--- config.mk ---
export PLATFORM = sky130hd
export DESIGN_NAME = display7seg_mux
export DESIGN_NICKNAME = d
export VERILOG_FILES = /design/src/rtl/display7seg_mux.sv
export SDC_FILE = /design/constraint.sdc
export NUM_CORES = 1
export LEC_CHECK = 0
export BUFFER_PORTS_ARGS = -buffer_cell sky130_fd_sc_hd__buf_2
export CORE_ASPECT_RATIO = 1.25
export CORE_MARGIN = 5
export CORE_UTILIZATION = 36
export CTS_CLUSTER_DIAMETER = 200
export DETAILED_ROUTE_END_ITERATION = 6
export PLACE_DENSITY_LB_ADDON = 0.12
export SLEW_MARGIN = 10
export SYNTH_ARGS = -nofsm -noshare
export SYNTH_HDL_FRONTEND = slang
export SYNTH_SLANG_ARGS = --single-unit
--- constraint.sdc ---
create_clock -name clk -period 2.5 [get_ports clk]
set_input_delay 0.125 -clock clk [delete_from_list [all_inputs] [get_ports clk]]
set_output_delay 0.125 -clock clk [all_outputs]
set_load 0.02 [all_outputs]
--- src/rtl/display7seg_mux.sv ---
// ============================================================================
// Module   : display7seg_mux
// Purpose  : Time-multiplexed BCD driver for N_DIGITOS common-anode 7-segment
//            digits sharing one active-low segment bus.
// Option   : DISPLAY7SEG_MUX_BLANK_ZEROS_EN enables leading-zero suppression.
// Revision : 1.0 - initial release
// ============================================================================
`default_nettype none

module display7seg_mux #(
    parameter int N_DIGITOS = 4,
    parameter int DIV_SCAN  = 50000
) (
    input  logic                     clk,
    input  logic                     rst_n,
    input  logic [4*N_DIGITOS-1:0]   nota,
    input  logic                     carrega,
    input  logic                     en,
    output logic [6:0]               s_nota,
    output logic [N_DIGITOS-1:0]     anodo
);

    localparam int c_CNT_W = (DIV_SCAN > 1) ? $clog2(DIV_SCAN) : 1;
    localparam int c_IDX_W = (N_DIGITOS > 1) ? $clog2(N_DIGITOS) : 1;
    localparam logic [c_CNT_W-1:0] c_CNT_LAST  = c_CNT_W'(DIV_SCAN - 1);
    localparam logic [c_IDX_W-1:0] c_IDX_LAST  = c_IDX_W'(N_DIGITOS - 1);
    localparam logic [6:0]         c_SEG_BLANK = 7'b1111111;

    logic [c_CNT_W-1:0]   r_cnt;
    logic [c_IDX_W-1:0]   r_idx;
    logic [3:0]           r_buf [N_DIGITOS];

    logic                 w_last;
    logic [3:0]           w_digit;
    logic                 w_suppress;
    logic [N_DIGITOS-1:0] w_zero_lead;
    logic [N_DIGITOS-1:0] w_anodo_on;
    logic [6:0]           w_seg;

    function automatic logic [6:0] f_decode(input logic [3:0] d);
        logic [6:0] seg;
        case (d)
            4'd0:    seg = 7'b0000001;
            4'd1:    seg = 7'b1001111;
            4'd2:    seg = 7'b0010010;
            4'd3:    seg = 7'b0000110;
            4'd4:    seg = 7'b1001100;
            4'd5:    seg = 7'b0100100;
            4'd6:    seg = 7'b0100000;
            4'd7:    seg = 7'b0001111;
            4'd8:    seg = 7'b0000000;
            4'd9:    seg = 7'b0000100;
            default: seg = c_SEG_BLANK;
        endcase
        return seg;
    endfunction

`ifdef DISPLAY7SEG_MUX_BLANK_ZEROS_EN
    logic w_run;

    // Walk down from the most significant digit; a digit is a leading zero
    // while every digit at or above it is zero. Digit 0 is never suppressed.
    always_comb begin
        w_zero_lead = '0;
        w_run       = 1'b1;
        for (int i = N_DIGITOS - 1; i >= 1; i--) begin
            w_run          = w_run & (r_buf[i] == 4'd0);
            w_zero_lead[i] = w_run;
        end
    end
`else
    assign w_zero_lead = '0;
`endif

    always_comb begin
        w_digit    = 4'd0;
        w_suppress = 1'b0;
        w_anodo_on = '1;
        for (int i = 0; i < N_DIGITOS; i++) begin
            if (r_idx == c_IDX_W'(i)) begin
                w_digit       = r_buf[i];
                w_suppress    = w_zero_lead[i];
                w_anodo_on[i] = 1'b0;
            end
        end
    end

    assign w_last = (r_cnt == c_CNT_LAST);
    assign w_seg  = w_suppress ? c_SEG_BLANK : f_decode(w_digit);

    always_ff @(posedge clk or negedge rst_n) begin
        if (!rst_n) begin
            r_cnt  <= '0;
            r_idx  <= '0;
            s_nota <= c_SEG_BLANK;
            anodo  <= '1;
            for (int i = 0; i < N_DIGITOS; i++) begin
                r_buf[i] <= 4'd0;
            end
        end else begin
            if (carrega) begin
                for (int i = 0; i < N_DIGITOS; i++) begin
                    r_buf[i] <= nota[4*i +: 4];
                end
            end

            if (en) begin
                s_nota <= w_seg;
                // The last count of each digit is kept dark so the anode
                // switch never overlaps the previous digit's segments.
                anodo  <= w_last ? '1 : w_anodo_on;
                if (w_last) begin
                    r_cnt <= '0;
                    r_idx <= (r_idx == c_IDX_LAST) ? '0 : r_idx + 1'b1;
                end else begin
                    r_cnt <= r_cnt + 1'b1;
                end
            end else begin
                s_nota <= c_SEG_BLANK;
                anodo  <= '1;
            end
        end
    end

endmodule

`default_nettype wire

# Yosys cells after proc, flatten, opt, wreduce, memory -nomap -nowiden
# Memories as Yosys holds them, arrays and structs flattened.
# Cells that the tools add are included.
[word_totals] regBits=45 in_bits=20 elab_cells=30 romBits=112 memories=1
[mem_list] memory="(no name shown)" words=16 word_bits=7 rd=1 rd_clocked_by_memory_dff=0 write_ports=0 line_no="42" rtl="case (d)"
[classes] add_sub_neg=2 eq_ne=4 n_mux=13 n_reduce_logical=2
[op_table] op="two-way mux 4 bit" count=6
[op_table] op="adder 16 x 1 -> 16 bit, second input constant" count=1
[op_table] op="equality test 16 bit, second input constant" count=1
[op_table] op="two-way mux 16 bit" count=1
[op_table] op="two-way mux 7 bit" count=1
[op_table] op="equality test 2 bit, second input constant" count=2
[op_table] op="two-way mux 1 bit" count=4
[op_table] op="adder 2 x 1 -> 2 bit, second input constant" count=1
[op_table] op="equality test 2 x 1 -> 1 bit, second input constant" count=1
[op_table] op="zero test 2 bit" count=1
[op_table] op="two-way mux 2 bit" count=1
[op_table] op="AND reduction 2 bit" count=1

# Depth between registers and ports, before layout
# An unclocked memory read counts as a cell.
[depth] depth_word=7 mapped_depth=10 mapped_depth_nobuf=9

# Worst setup path after synthesis
# Ideal clock, no wire load.
[synth_path] path_type="reg-to-reg" from="register r_idx[0]" to="register s_nota[5]" setup_ps=79 path_slack_ps=354 path_stages_with_launch=8 path_buffers=1 synth_period_minus_slack_ps=2146 arrival_time_ps=2068 path_cell_list="dfrtp_1 -> ha_1 -> buf_2 -> nor2b_1 -> a211oi_1 -> ha_1 -> o211a_1 -> o21ai_0"
[synth_between] elab_chain_len=7 elab_cells_between_ends=10 classes_between="eq/ne (3); mux (5); reduce/logical (1); memory (1)"
[synth_rtl] item="start: declaration" line_no="30" rtl="logic [c_IDX_W-1:0] r_idx;"
[synth_rtl] item="start signal: assignment" line_no="114" rtl="r_idx <= (r_idx == c_IDX_LAST) ? '0 : r_idx + 1'b1;"
[synth_rtl] item="zero test 2 bit" line_no="80" rtl="if (r_idx == c_IDX_W'(i)) begin"
[synth_rtl] item="two-way mux 4 bit (3 in a row)" line_no="80"
[synth_rtl] item="two-way mux 4 bit (*)" line_no="80"
[synth_rtl] item="memory (16 x 7 bit) (*)"
[synth_rtl] item="two-way mux 7 bit (*)" line_no="107" rtl="if (en) begin"
[synth_rtl] item="end signal: assignment" line_no="95" rtl="s_nota <= c_SEG_BLANK;"
[synth_rtl] item="end signal: assignment" line_no="108" rtl="s_nota <= w_seg;"
[synth_rtl] item="end signal: assignment" line_no="119" rtl="s_nota <= c_SEG_BLANK;"
[synth_rtl] item="end: declaration" line_no="19" rtl="output logic [6:0] s_nota,"
# Every way passes the cells marked *; elsewhere a longest branch is shown, timed or not.
# A chain may end at the register's enable or synchronous reset.

# Final worst setup path
# Ends and elaborated chain as after synthesis.

==> impl_results.md <==
- RSZ-0062 raised after global routing: false
- Tcrit/Tclk final: 86.0%
- Worst-path clk slew: 80 ps
- CP Class: reg2reg
- Critical path data required time: 2720 ps
- Die Width: 80.5 um
- Outcome: completed
- Synth-to-Final Area Change: 16.3%
- Yosys top cell by area: dfrtp_1
- Fmax: 465 MHz
- Post-synthesis register bit count: 45
- Setup crit end kind: register
- Most frequent cells in the layout: dfrtp_1, buf_2, mux2_2, ha_1, dfstp_2
- Pwr Density: 623 nW/um^2
- Post-Syn Nets: 222
- Largest net degree at the start of global routing: 36
- Multi-input gate area: 1020 sq um
- # setup viols final: 0
- Initial antenna violation count: 0
- Setup crit start kind: register
- Number of buffers created by CTS: 5
- Clk network pwr share: 30.0%
- # hold bufs at CTS: 1
- Distinct cells, synth: 44
- Flop2flop setup slack: 350 ps
- Worst Hold Class: in2reg
- NetSw: 434 uW
- Worst-Skew Late Latency: 290 ps
- Cells after Synth: 191
- Post-synth top area share: 38.1%
- Routed length per instance: 13.9 um
- Final Slew Violations: 0
- Final clock skew: 9.92 ps
- DP Area: 2490 sq um
- Post-synth EDFFs: 0
- Num rows: 32
- Maximum vdd drop: 0.000329 V
- Final wirelength: 4.34 mm
- Layout cells sized above 1: 33.0%
- Mapped cell area: 2230 sq um
- Clock Sinks: 45
- Vias: 1510
- Post-DRT Antenna Nets: 0
- CTS resizes: 0
- Internal power: 1180 uW
- DR vias/cell: 4.84
- Register Area: 1140 sq um
- Hpwl dp: 3.33 mm
- CTS Root Buffer Type: clkbuf_8
- Dominant synthesized flop cell: dfrtp_1
- Setup TNS: 0 ps
- Global route overflow: 0
- Ports: 31
- Hold Vio Cnt, Final: 0
- H-tree depth: 2
- Final instance area: 2600 sq um
- Rel. slew slack: 70.9%
- Critical path arrival: 2370 ps
- Iteration count of the initial detailed-routing pass: 4
- GPL Wtd Cong: 0.724
- CP Max Fanout: 9
- Longest Clk Path Bufs: 2
- DRC: 0
- Die Y: 98.1 um
- Crit path time final: 2150 ps
- First-pass GRT wire length: 7.73 mm
- Avg Inst Size Synth: 11.7 sq um
- Leakage: 0.00114 uW
- # port buffers: 30
- YS warnings: 0
- Sequential cell fraction of total power: 54.7%
- Core area: 6130 sq um
- Final hold slack: 39.5 ps
- Synth top area cells: dfrtp_1, dfstp_2, mux2_2
- Starting density of the core: 36.5%
- Ys async rst share: 100%
- Diode count: 0
- Commonest non-fill, non-tap cell in the layout: dfrtp_1
- CTS tree: yes
- Register area share after synthesis: 51.0%
- Drt initial violations: 70
- Worst Max-Slew Pin Slew: 437 ps
- Vias in the first global route: 1620
- Final #Nets: 257
- Total die area: 7890 sq um
- Logic pwr share: 15.3%
- Overall Global Routing Usage: 12.4%
- Setup bufs post-CTS: 0
- Net Sw Frac: 26.8%
- Post-Route Utilization: 42.4%
- Fill count: 595
- MaxCap Viol Count: 0
-- routing by layer --
layer	global-route usage, %	wire (um)	up-vias
met1	15.6	1870	725
met4	4.03	69	0
met2	20.9	2260	25
met3	2.86	138	6
met5	0	0	-
li1	-	-	754
-- area by class of cell --
type                       count  area share, %
tap                           85           4.09
sequential                    45           43.9
inverter                      10           1.45
timing repair buffer          35           7.32
clock buffer                   7           3.71
multi-input combinational    129           39.4
clock inverter                 1          0.193
-- Yosys cell counts (4+ instances only) --
library cell and count:
a22oi_1 4, nand3_1 7, nand4_1 4, mux2_2 17
a21oi_1 4, inv_1 10, nand2_1 10, a211oi_1 5
o21ai_0 4, xnor2_1 8, xor2_1 4, nand3b_1 4
dfrtp_1 34, mux2i_1 4, ha_1 11, and3_1 4
dfstp_2 11, nor2_1 8
-- final timing paths --
| path | startpoint | endpoint | depth (start not counted) |
|---|---|---|---|
| max reg2reg | r_idx[0] | s_nota[5] | 7 |
| min in group asynchronous | rst_n | r_cnt[13] | 2 |
| min reg2reg | r_cnt[7] | r_cnt[7] | 1 |
| max in group asynchronous | rst_n | anodo[0] | 3 |
| max | r_idx[0] | s_nota[5] | 7 |
| min | nota[12] | r_buf[0] | 3 |
-- flip-flops by register name (all words and copies together), names as in the netlist --
name,cells
r_buf,16
s_nota,7
r_idx,2
anodo,4
r_cnt,16
-- critical path: stages, from the launching register on --
cell	delay (ps)
dfrtp_1	420
inv_1	110
ha_1	310
a211oi_1	90
a221o_1	440
ha_1	340
o211a_1	220
o21ai_0	150
-- metrics by stage --
step / total power [uW] / std cells / worst slack (ps)
floorplan: 1050 / 191 / 354
global placement: 1150 / 303 / 416
detailed placement: 1150 / 303 / 348
CTS: 1660 / 312 / 331
global route: 1720 / 312 / 136
finish: 1620 / 312 / 350
-- power by group through the flow --
stage                     clock, uW  combinational (uW)  sequential (uW)
after floorplan                   0                 155              897
after global placement            0                 252              898
after detailed placement          0                 252              898
after CTS                       518                 255              885
after global routing            535                 285              896
final                           485                 248              884
-- cells by family (layout without fill, tap and decap cells) --
logic type / Yosys count / after routing / share of synthesized area (%)
compound gates: 28 / 28 / 9.13
fa+ha+maj: 11 / 11 / 6.16
buf+inv: 17 / 53 / 3.19
simple gates: 57 / 57 / 15.4
mux: 21 / 21 / 10.4
flops: 45 / 45 / 51.0
xor+xnor: 12 / 12 / 4.71
Note: power is estimated with default switching activity, not from simulation.
